`src/rtl/sdram_arb_pkg.sv`:
```
// Shared types and helpers for the SDRAM round-robin arbiter.
// Holds the FSM state type, default bus widths and a one-hot decoder.
// No logic with state lives here.
package sdram_arb_pkg;

    typedef enum logic [0:0] {
        IDLE  = 1'b0,
        GRANT = 1'b1
    } arb_state_t;

    localparam int ARB_ADDR_W      = 22;
    localparam int ARB_DATA_W      = 128;
    localparam int ARB_MAX_CLIENTS = 8;

    // Index of the set bit in a one-hot vector; 0 when no bit is set.
    function automatic logic [2:0] onehot2idx(input logic [7:0] oh);
        logic [2:0] idx;
        idx = '0;
        for (int i = 0; i < 8; i++) begin
            if (oh[i]) begin
                idx = 3'(i);
            end
        end
        return idx;
    endfunction

endpackage

```
`src/rtl/sdram_arbiter_rr_pick.sv`:
```
// Cyclic first-set picker: finds the first request at or after ptr.
// Purely combinational, zero latency.
// No backpressure; the caller decides when to sample the result.
module rr_pick #(
    parameter  int NUM = 4,
    localparam int PW  = (NUM > 1) ? $clog2(NUM) : 1
) (
    input  logic [NUM-1:0] req,
    input  logic [PW-1:0]  ptr,
    output logic [NUM-1:0] grant,
    output logic           valid
);

    // Walk the requesters starting at ptr, wrapping around, keep the first hit.
    always_comb begin
        grant = '0;
        valid = 1'b0;
        for (int k = 0; k < NUM; k++) begin
            if (!valid && req[(int'(ptr) + k) % NUM]) begin
                grant[(int'(ptr) + k) % NUM] = 1'b1;
                valid                         = 1'b1;
            end
        end
    end

endmodule

```
`src/rtl/sdram_arbiter_rr.sv`:
```
// N-client arbiter sharing one SDRAM controller port: urgent class first, round-robin otherwise.
// Grant registered one cycle after request; master outputs then follow the owner combinationally.
// Owner is held until burst cap, request drop, or word-boundary preemption by an urgent client.
module sdram_arbiter_rr
    import sdram_arb_pkg::*;
#(
    parameter  int                     NUM_CLIENTS = 4,
    parameter  int                     ADDR_W      = ARB_ADDR_W,
    parameter  int                     DATA_W      = ARB_DATA_W,
    parameter  int                     MAX_BURST   = 8,
    parameter  logic [NUM_CLIENTS-1:0] URGENT_MASK = NUM_CLIENTS'(2),
    parameter  bit                     ASSERT_EN   = 1'b1,
    localparam int                     BE_W        = DATA_W / 8
) (
    input  logic                          clk,
    input  logic                          reset,
    input  logic [NUM_CLIENTS-1:0]        cl_en,
    input  logic [NUM_CLIENTS-1:0]        cl_rd,
    input  logic [NUM_CLIENTS-1:0]        cl_wr,
    input  logic [NUM_CLIENTS*ADDR_W-1:0] cl_addr,
    input  logic [NUM_CLIENTS*DATA_W-1:0] cl_wrdata,
    input  logic [NUM_CLIENTS*BE_W-1:0]   cl_be,
    output logic [NUM_CLIENTS-1:0]        cl_grant,
    output logic [NUM_CLIENTS-1:0]        cl_ac,
    output logic [DATA_W-1:0]             cl_rddata,
    output logic [ADDR_W-1:0]             ar_addr,
    output logic [BE_W-1:0]               ar_be,
    output logic                          ar_read,
    output logic                          ar_write,
    output logic [DATA_W-1:0]             ar_wrdata,
    input  logic                          ar_ac,
    input  logic [DATA_W-1:0]             ar_rddata,
    output logic                          busy
);

    localparam int PW = (NUM_CLIENTS > 1) ? $clog2(NUM_CLIENTS) : 1;

    arb_state_t             state_q;
    logic [NUM_CLIENTS-1:0] grant_q;
    logic [7:0]             burst_q;
    logic [PW-1:0]          rr_ptr_q;
    logic [PW-1:0]          rr_ptr_d;
    logic [PW-1:0]          owner_idx;

    logic [NUM_CLIENTS-1:0] req;
    logic [NUM_CLIENTS-1:0] urg_gnt;
    logic [NUM_CLIENTS-1:0] norm_gnt;
    logic                   urg_vld;
    logic                   norm_vld;

    logic own_req;
    logic own_urgent;
    logic own_rd;
    logic own_wr;
    logic cap_hit;
    logic release_now;
    logic proto_err;

    assign req = cl_en & (cl_rd | cl_wr);

    // Urgent class always searches from index 0 so the lowest urgent index wins.
    rr_pick #(.NUM(NUM_CLIENTS)) u_pick_urg (
        .req   (req & URGENT_MASK),
        .ptr   (PW'(0)),
        .grant (urg_gnt),
        .valid (urg_vld)
    );

    rr_pick #(.NUM(NUM_CLIENTS)) u_pick_norm (
        .req   (req & ~URGENT_MASK),
        .ptr   (rr_ptr_q),
        .grant (norm_gnt),
        .valid (norm_vld)
    );

    // Route the owner's request onto the controller port; everything is zero outside GRANT.
    always_comb begin
        own_req    = 1'b0;
        own_urgent = 1'b0;
        own_rd     = 1'b0;
        own_wr     = 1'b0;
        ar_addr    = '0;
        ar_be      = '0;
        ar_wrdata  = '0;
        cl_ac      = '0;
        if (state_q == GRANT) begin
            for (int i = 0; i < NUM_CLIENTS; i++) begin
                if (grant_q[i]) begin
                    own_req    = req[i];
                    own_urgent = URGENT_MASK[i];
                    own_rd     = cl_rd[i] & cl_en[i];
                    own_wr     = cl_wr[i] & cl_en[i];
                    ar_addr    = cl_addr[i*ADDR_W +: ADDR_W];
                    ar_be      = cl_be[i*BE_W +: BE_W];
                    ar_wrdata  = cl_wrdata[i*DATA_W +: DATA_W];
                    cl_ac[i]   = ar_ac;
                end
            end
        end
    end

    assign ar_read   = own_rd;
    assign ar_write  = own_wr & ~own_rd;
    assign cl_rddata = ar_rddata;
    assign cl_grant  = grant_q;
    assign busy      = (state_q == GRANT);
    assign proto_err = (state_q == GRANT) & own_rd & own_wr;

    // Release decision for the current owner and the pointer it leaves behind.
    always_comb begin
        cap_hit     = ar_ac && (({1'b0, burst_q} + 9'd1) == 9'(MAX_BURST));
        release_now = (state_q == GRANT) &&
                      (cap_hit ||
                       (!own_req && !ar_ac) ||
                       (ar_ac && urg_vld && !own_urgent));
        owner_idx   = PW'(onehot2idx(8'(grant_q)));
        rr_ptr_d    = (owner_idx == PW'(NUM_CLIENTS - 1)) ? '0 : owner_idx + PW'(1);
    end

    // Arbitration FSM: IDLE picks an owner, GRANT counts words until release.
    always_ff @(posedge clk or negedge reset) begin
        if (!reset) begin
            state_q  <= IDLE;
            grant_q  <= '0;
            burst_q  <= '0;
            rr_ptr_q <= '0;
        end else begin
            case (state_q)
                IDLE: begin
                    if (urg_vld || norm_vld) begin
                        state_q <= GRANT;
                        grant_q <= urg_vld ? urg_gnt : norm_gnt;
                        burst_q <= '0;
                    end
                end
                GRANT: begin
                    if (ar_ac) begin
                        burst_q <= burst_q + 8'd1;
                    end
                    if (release_now) begin
                        state_q <= IDLE;
                        grant_q <= '0;
                        if (!own_urgent) begin
                            rr_ptr_q <= rr_ptr_d;
                        end
                    end
                end
                default: begin
                    state_q <= IDLE;
                    grant_q <= '0;
                end
            endcase
        end
    end

    // An owner must never ask for read and write at once; read is issued regardless.
    generate
        if (ASSERT_EN) begin : g_proto_chk
            always @(posedge clk) begin
                if (reset) begin
                    assert (!proto_err)
                        else $error("sdram_arbiter_rr: owner asserts read and write together");
                end
            end
        end
    endgenerate

endmodule

```
`config.mk`:
```
export PLATFORM = sky130hd
export DESIGN_NAME = sdram_arbiter_rr
export DESIGN_NICKNAME = d
export VERILOG_FILES = /design/src/rtl/sdram_arb_pkg.sv /design/src/rtl/sdram_arbiter_rr_pick.sv /design/src/rtl/sdram_arbiter_rr.sv
export SDC_FILE = /design/constraint.sdc
export NUM_CORES = 1
export LEC_CHECK = 0
export CORE_AREA = 2 2 437 439
export DETAILED_ROUTE_END_ITERATION = 12
export DIE_AREA = 0 0 439 441
export HOLD_SLACK_MARGIN = 0.03
export SLEW_MARGIN = 20
export SYNTH_ARGS = -nofsm -noshare
export SYNTH_HDL_FRONTEND = slang
export SYNTH_SLANG_ARGS = --single-unit
```
`constraint.sdc`:
```
create_clock -name clk -period 3 [get_ports clk]
set_clock_uncertainty 0.05 [all_clocks]
set_input_delay 0.6 -clock clk [delete_from_list [all_inputs] [get_ports clk]]
set_output_delay 0.6 -clock clk [all_outputs]
set_load 0.05 [all_outputs]
```
==> results.txt, run 1 <==
The global-route wire length before repair was 156000 um. The logs give 97.1% for the combinational power share and 7 for the number of detailed-routing iterations run before antenna repair. The number of max-slew violations in the final report was 0. The critical path in this run is classified as flip-flop to output pin.

The via density per instance works out to 3.07. The tools report the total non-filler cell area in the finished layout as 0.0222 mm2. The path category of the worst min-delay check was flip-flop to flip-flop.

From left edge to right edge, the die measures 439 um. The most used flip-flop cell after synthesis is sky130_fd_sc_hd__dfrtp_1. For the global-route usage over all layers, the log shows 12.7%. The detailed router put a total of 53100 um of wire on met1. Along the worst path, the maximum fanout reaches 10.

The clock latency on the worst-skew pair was 0.25 ns; the pin count of the biggest net entering global routing was 87. The count of nets left with antenna violations once routing finished came out at 0. The register bit total from synthesis was 15; the final clock period utilization by the worst path was 101%. Largest family of logic cells by synthesized area: compound AO/OA/AOI/OAI gates. The post-synthesis share of cell area spent on and, or, nand and nor gates works out to 25.6%. The tools report the final standard cell count with taps included and fillers excluded as 4549. Sorting the synthesized cells by area gives the leading types as sky130_fd_sc_hd__o21ai_0 21%, sky130_fd_sc_hd__a221o_1 21%, sky130_fd_sc_hd__and2_1 13%, sky130_fd_sc_hd__buf_4 12%, sky130_fd_sc_hd__nand2_1 8.6%.

The number of global-route vias before repair came out at 12900. Static timing analysis puts the maximum clock frequency at 0.329 GHz. Summing the areas of all xor and xnor instances in the mapped netlist gives 0.330% of the synthesized area. TritonCTS built the clock tree. The power per standard cell area was 1050 mW/mm2. Sequential elements use 4.71% of the synthesized area. The root buffer cell chosen for the clock tree is sky130_fd_sc_hd__clkbuf_16. The highest signal layer in the routed design was met5. Counting tap cells, the placed design contains a total of 4484 instances. STA classifies the critical path startpoint as a flip-flop. For the portion of total power attributed to sequential cells, the log shows 1.8%.

Setup repair after global routing could not meet its margin everywhere. Remaining design rule violation count: 0. In this run the cell area of the synthesized design comes to 0.00797 mm2. The share of synthesized registers carrying an async set or reset is 100%. For this block, the initial DRC count from the detailed router was 1052. The CTS sink count is 15, and the leakage power of the design is 7.43 nW.

Maximum number of buffers from clock root to sink: 2. The final reports fail on setup timing. Measured along the y axis, the die boundary spans 441 um. During placement, the flow inserted port buffers numbering 855.

The number of flops mapped to enable cells by yosys was 0; the total internal power was 10.3 mW. Hold is met by 0.498 ns. After detailed routing, the average wire length per cell comes to 29.3 um.

The tools report the placeable core region as 0.189 mm2. The adder and majority cell fraction of the synthesized area came out at 1.57%. Setup violations remaining at the end of the flow were counted as 3.

The largest total area in the synthesized netlist belongs to sky130_fd_sc_hd__o21ai_0. The share of synthesized area in the top cell type comes to 21.4%. The detailed-route via count was 14000; the required arrival time at the worst endpoint was 2.35 ns. Per report_power, the clock group accounts for 1.1% of the total. The number of nets in the synthesized netlist is 2080. The worst pin sits at a relative slew slack of 48.1%. Detailed placement ended at an HPWL of 118000 um. Summing internal, switching and leakage power gives 23.4 mW. Number of antenna violations at the first check in global routing: 132. The analysis attributes to net switching a power of 13.1 mW. Total congestion overflow: 0. The congestion estimate from routability-driven global placement came to 0.897.

The starting density of the core is 4.21%, and the routed wire length is 133000 um. The worst setup path is captured at an output pin. For this run, the post-layout net count is 2814. The commonest cells after synthesis are 341 x sky130_fd_sc_hd__o21ai_0, 183 x sky130_fd_sc_hd__nand2_1, 168 x sky130_fd_sc_hd__a221o_1. IR analysis of the VDD net gives a maximum drop of 353 uV. The final critical-path required period is 3.04 ns. Share of cell area taken by muxes after synthesis: 0.377%.

Buffers inserted during clock tree synthesis total 3. During I/O placement, the number of pins put on the boundary was 1112. The total met2 wirelength after detailed routing is 61000 um, and the share of post-route cells with drive strength above 1 is 24.2%.

The number of max-cap violations is 0, and the number of synthesis warnings is 0. The final setup slack of the worst path is -0.0410 ns. The flow ran to the end, but the final reports show violations.

Summing the areas of all compound-gate instances in the mapped netlist gives 47.4% of the synthesized area. The die covers 0.194 mm2. The run gives 21800 as the count of fill cells added during filler insertion. Among all cell types in the netlist, the one instantiated most often is sky130_fd_sc_hd__o21ai_0. The run gives 160 as the row count.

The level count of the clock H-tree came out at 1. The worst path arrival time is 2.39 ns, and the distinct cell type count of the synthesized netlist is 63. Per-instance average area after synthesis: 6.31 um2.

Net switching is 55.9% of the power. The run gives 0 as the final hold violation count. Once placement finished, the instance area stood at 0.0211 mm2. The area growth from synthesis to layout came out at 179%. The number of standard cells after synthesis was 1263.

The run gives 14300 um as the met3 wire length. The slew at the pin with the worst max-slew slack works out to 0.776 ns. Clock-pin slew was measured on the worst setup and hold paths at 0.05 ns.
==> power by group through the flow <==
stage / registers [mW] / logic, mW / clock network, mW
6_report: 0.416 / 22.7 / 0.265
2_1_floorplan: 0.391 / 9.72 / 0
3_3_place_gp: 0.428 / 21.7 / 0
3_5_place_dp: 0.429 / 21.7 / 0
5_1_grt: 0.437 / 23.8 / 0.288
4_1_cts: 0.424 / 22.3 / 0.269
==> flip-flops by register name, indices dropped and copies added, names as in the netlist <==
name	count
cl_grant	4
burst_q	8
busy	1
rr_ptr_q	2
==> placed cells by master, fill, tap and decap left out, types with 7 or more instances in the layout <==
master and n:
sky130_fd_sc_hd__a221o_1 168, sky130_fd_sc_hd__and2_1 117, sky130_fd_sc_hd__and2_4 50, sky130_fd_sc_hd__buf_12 196, sky130_fd_sc_hd__buf_4 94, sky130_fd_sc_hd__buf_6 12, sky130_fd_sc_hd__clkbuf_16 8, sky130_fd_sc_hd__clkdlybuf4s50_1 675
sky130_fd_sc_hd__dfrtp_1 11, sky130_fd_sc_hd__diode_2 42, sky130_fd_sc_hd__ha_1 10, sky130_fd_sc_hd__inv_1 7, sky130_fd_sc_hd__nand2_1 183, sky130_fd_sc_hd__nor2_1 11, sky130_fd_sc_hd__o21ai_0 166, sky130_fd_sc_hd__o21ai_1 98
sky130_fd_sc_hd__o21ai_2 76, sky130_fd_sc_hd__o21ai_4 8
==> path summary, 6_finish.rpt <==
path | from | end | slack, ns | cells after the start
max | cl_grant[1] | ar_wrdata[43] | -0.04 | 10
min | burst_q[7] | burst_q[7] | 0.50 | 2
max reg2reg | cl_grant[1] | cl_grant[3] | 0.39 | 11
min reg2reg | burst_q[7] | burst_q[7] | 0.50 | 2
max in group asynchronous | reset | cl_grant[1] | 1.57 | 1
min in group asynchronous | reset | burst_q[4] | 0.76 | 1
==> kinds of logic (layout without fill, tap and decap cells) <==
logic type	count (synthesis)	after routing
muxes	3	3
AOI/OAI and AO/OA	557	557
and+or+nand+nor	400	400
adders and majority gates	10	10
xor gates and xnor gates	3	3
buffers and inverters	275	1008
other	0	42
DFF	15	15
==> metal layers <==
layer	track usage (%)	vias to the layer above
li1	-	6038
met1	15.0	6615
met2	20.7	1007
met3	5.34	258
met4	3.22	58
met5	2.26	-
==> critical path: stages (launching register included) <==
cell,delay [ns]
sky130_fd_sc_hd__dfrtp_4,0.51
sky130_fd_sc_hd__nor2b_4,0.15
sky130_fd_sc_hd__buf_6,0.16
sky130_fd_sc_hd__clkbuf_16,0.19
sky130_fd_sc_hd__buf_16,0.15
sky130_fd_sc_hd__a221o_1,0.18
sky130_fd_sc_hd__o21ai_2,0.08
sky130_fd_sc_hd__o21ai_2,0.22
sky130_fd_sc_hd__buf_4,0.16
sky130_fd_sc_hd__and2_4,0.14
sky130_fd_sc_hd__buf_12,0.16
==> metrics by stage <==
stage / util, % / worst slack [ns] / TNS (ns)
finish: 11.7 / -0.0410 / -0.0909
floorplan: - / 0.162 / 0
global route: 11.7 / -0.0890 / -1.95
global placement: 11.1 / -0.836 / -3.69
detailed placement: 11.1 / -0.770 / -3.05
CTS: 11.4 / -0.0543 / -0.334
==> layout make-up <==
| cell class | instances | area, um2 | share of cell area (%) |
|---|---|---|---|
| timing repair buffer | 995 | 11900 | 53.5 |
| multi-input combinational | 973 | 6560 | 29.5 |
| tap | 2511 | 3140 | 14.1 |
| sequential | 15 | 390 | 1.76 |
| antenna | 42 | 105 | 0.473 |
| clock buffer | 3 | 75.1 | 0.338 |
| inverter | 9 | 38.8 | 0.175 |
| clock inverter | 1 | 5.00 | 0.0225 |
==> what timing repair did <==
action,in CTS,in global routing
gates cloned,2,5
endpoints found under the hold margin,0,0
setup buffers,11,7
pin swaps,18,43
hold buffers,0,0
gates resized for setup,143,222
setup endpoints to repair,88,117
Power figures use the tool's default switching activity.
==> run 2: changes to the inputs <==
==> constraint.sdc (replaced) <==
create_clock -name clk -period 3 [get_ports clk]
set_clock_uncertainty 0.05 [all_clocks]
set_input_delay 0.3 -clock clk [delete_from_list [all_inputs] [get_ports clk]]
set_output_delay 0.3 -clock clk [all_outputs]
set_load 0.05 [all_outputs]
==> results.txt, run 2 (synthesis results as in run 1) <==
The flow ran to the end, and the final reports show no timing, DRC or antenna violations. The multi-input gate area in the final layout is 0.00605 mm2 (-7.8%). The tools report the launching element type of the critical path as a flip-flop.

The placed cell count is 4437 (-1.0%), and the number of antenna violations at the first check in global routing is 161 (+22%). The TritonCTS buffer count came out at 3 (unchanged). The remaining number of nets flagged by the antenna check after routing is 0 (unchanged), and the height of the die is 441 um (unchanged).

The peak fanout along the critical path was 16 (+6); the utilization after layout was 11.1% (-0.67 points). Routed wire length: 138000 um (+4.0%). The power after layout was 21.4 mW (-8.5%); the half-perimeter wire length after placement was 123000 um (+3.9%). Setup repair after global routing left no endpoint under its margin.

The tools report the final setup slack of the worst path as 0.116 ns (+0.157 ns). For the register area, the log shows 390 um2 (unchanged). The number of detailed-routing iterations run before antenna repair came out at 7 (unchanged).

Leading cell type in the layout, fill and taps excluded: sky130_fd_sc_hd__clkdlybuf4s50_1. Root buffer cell: sky130_fd_sc_hd__clkbuf_16. The count of buffers inserted at the top-level ports works out to 855 (unchanged).

Terminating pin of the worst hold path: burst_q[7]. The library cells used most frequently in the layout, excluding fill and tap cells, are 682 x sky130_fd_sc_hd__clkdlybuf4s50_1, 318 x sky130_fd_sc_hd__o21ai_0, 186 x sky130_fd_sc_hd__buf_12. The path class of the tightest hold or removal check is flip-flop to flip-flop.

The tools report the number of max-cap violations as 0 (unchanged). For the number of setup violations in the final report, the log shows 0 (-3). The tools report the total congestion overflow as 0 (unchanged).

The logs give 0.194 mm2 (unchanged) for the die area and 160 (unchanged) for the row count. The tools report the detailed router's first-iteration violation count as 1334 (+27%). The required arrival time at the worst endpoint was 2.65 ns (+0.30 ns). Number of global-route vias before repair: 12800 (-1.3%).

The tools report the maximum number of buffers from clock root to sink as 2 (unchanged). More flip-flops sit in one register than any other, and that register is burst_q. The share of post-route cells with drive strength above 1 was 15.0% (-9.2 points); the weighted congestion at the end of routability-driven global placement was 0.944 (+5.2%).

The via density per instance was 3.08 (+0.10%). The remaining design rule violation count is 0 (unchanged), and the count of cells along the worst hold path is 2 (unchanged). The run gives 0.19 ns (-0.20 ns) as the minimum setup slack among reg-to-reg paths. The category of the most critical setup path is flip-flop to output pin.

The tools report the global-route usage over all layers as 13.4% (+0.72 points). The routed wire length per instance is 30.8 um (+5.4%), and the worst slew margin relative to its limit is 36.8% (-11 points). The minimum setup slack after placement is -0.328 ns (+0.442 ns), and the global-route wire length before repair is 164000 um (+4.9%). The total of hold buffers inserted after clock tree synthesis was 0 (unchanged).

The count of boundary I/O pins is 1112 (unchanged). The count of fill cells added during filler insertion came out at 21800 (+0.10%). TritonCTS built the clock tree.

The count of nets after finishing was 2754 (-2.1%). The tools report the hold path startpoint as burst_q[7]. The run gives 13800 (-1.2%) as the detailed-route via count.

The placeable core region was 0.189 mm2 (unchanged); the final critical-path required period was 2.88 ns (-0.157 ns). Leakage power of the design: 6.81 nW (-8.3%). The worst register-to-register path begins at cl_grant[2]. The width of the chip is 439 um (unchanged), and the clock latency on the worst-skew pair is 0.25 ns (about the same). The number of flip-flops in the largest register works out to 8 (unchanged).

The power per standard cell area came out at 1020 mW/mm2 (-3.0%). The slew at the pin with the worst max-slew slack was 0.945 ns (+0.169 ns); the final clock period utilization by the worst path was 96.1% (-5.2 points). The end of the worst register-to-register path was cl_grant[2].

The clock-pin slew on the worst setup and hold paths is 0.06 ns (about the same). STA classifies the critical path endpoint as an output pin. The starting density of the core came out at 4.21% (unchanged). The logs give 0 (unchanged) for the number of max-slew violations in the final report and 0.347 GHz (+5.5%) for the fmax.

The final hold violation count was 0 (unchanged); the number of cells traversed by the worst register-to-register path was 8 (-3). The tools report the peak supply drop as 450 uV (+27%). The area growth from synthesis to layout is 163%, and the level count of the clock H-tree is 1 (unchanged). For the CTS sink count, the log shows 15 (unchanged).

Pin count of the biggest net entering global routing: 103 (+18%). The logs give 4490 (-1.3%) for the final standard cell count with taps included and fillers excluded and 2.53 ns (+0.14 ns) for the worst path arrival time.
==> run 2: cell count changes in the layout (fill, tap and decap cells not counted), sizes merged <==
cell           change
clkbuf             -5
clkdlybuf4s50      +7
diode              +1
dlymetal6s2s       -1
buf               -58
dlygate4sd2        -4
bufbuf             +1
==> run 2: critical path: stages, from the launching register on <==
cell and delay (ns):
sky130_fd_sc_hd__dfrtp_4 0.51, sky130_fd_sc_hd__nor2b_4 0.22, sky130_fd_sc_hd__buf_4 0.15, sky130_fd_sc_hd__buf_4 0.14, sky130_fd_sc_hd__bufbuf_16 0.34, sky130_fd_sc_hd__a221o_1 0.16, sky130_fd_sc_hd__o21ai_0 0.22, sky130_fd_sc_hd__o21ai_0 0.21
sky130_fd_sc_hd__and2_1 0.19, sky130_fd_sc_hd__buf_12 0.14
==> run 2: how the worst max path moves through the flow <==
| stage | from | depth (start not counted) | end | slack (ns) |
|---|---|---|---|---|
| after floorplan | cl_grant[2] | 5 | ar_write | 0.30 |
| after global placement | cl_rd[0] | 7 | cl_grant[2] | -0.52 |
| after detailed placement | cl_en[3] | 7 | cl_grant[2] | -0.33 |
| after CTS | cl_grant[1] | 8 | ar_wrdata[119] | -0.05 |
| after global routing | cl_grant[1] | 8 | ar_wrdata[5] | 0.002 |
| final | cl_grant[1] | 9 | ar_wrdata[74] | 0.12 |
==> run 2: cell type report <==
class / instances / area share (%)
repair buffers: 935 / 53.1
multi-input cells: 973 / 28.9
well taps: 2511 / 15.0
flip-flops and latches: 15 / 1.86
diodes: 43 / 0.514
clock buffers: 3 / 0.358
inverters: 9 / 0.239
clock inverters: 1 / 0.0239
==> run 2: metal layers <==
| metal | up-vias | global-route usage [%] | routed length, um |
|---|---|---|---|
| met1 | 6546 | 15.8 | 53700 |
| met4 | 58 | 2.42 | 3360 |
| li1 | 5915 | - | - |
| met5 | - | 0.794 | 511 |
| met2 | 1026 | 22.5 | 65300 |
| met3 | 264 | 5.75 | 15600 |
==> run 2: power by group <==
| part | total (mW) | internal, mW | switching, mW |
|---|---|---|---|
| clock | 0.268 | 0.178 | 0.0899 |
| sequential | 0.491 | 0.260 | 0.231 |
| combinational | 20.6 | 8.66 | 12.0 |
| total | 21.4 | 9.10 | 12.3 |
==> run 2: metrics by stage <==
step	area [um2]	TNS [ns]	hold slack (ns)
6_report	20900	0	0.483
5_1_grt	20900	0	0.520
4_1_cts	20800	-0.0485	0.482
3_5_place_dp	20600	-1.81	0.471
3_3_place_gp	20600	-2.80	0.460
2_1_floorplan	7970	0	-0.0456
==> run 2: timing repair <==
item                       CTS  global route
setup buffers                4             0
resized for setup           26            14
setup endpoints to repair   25            21
pin swaps                    1             2
cloned                       2             0
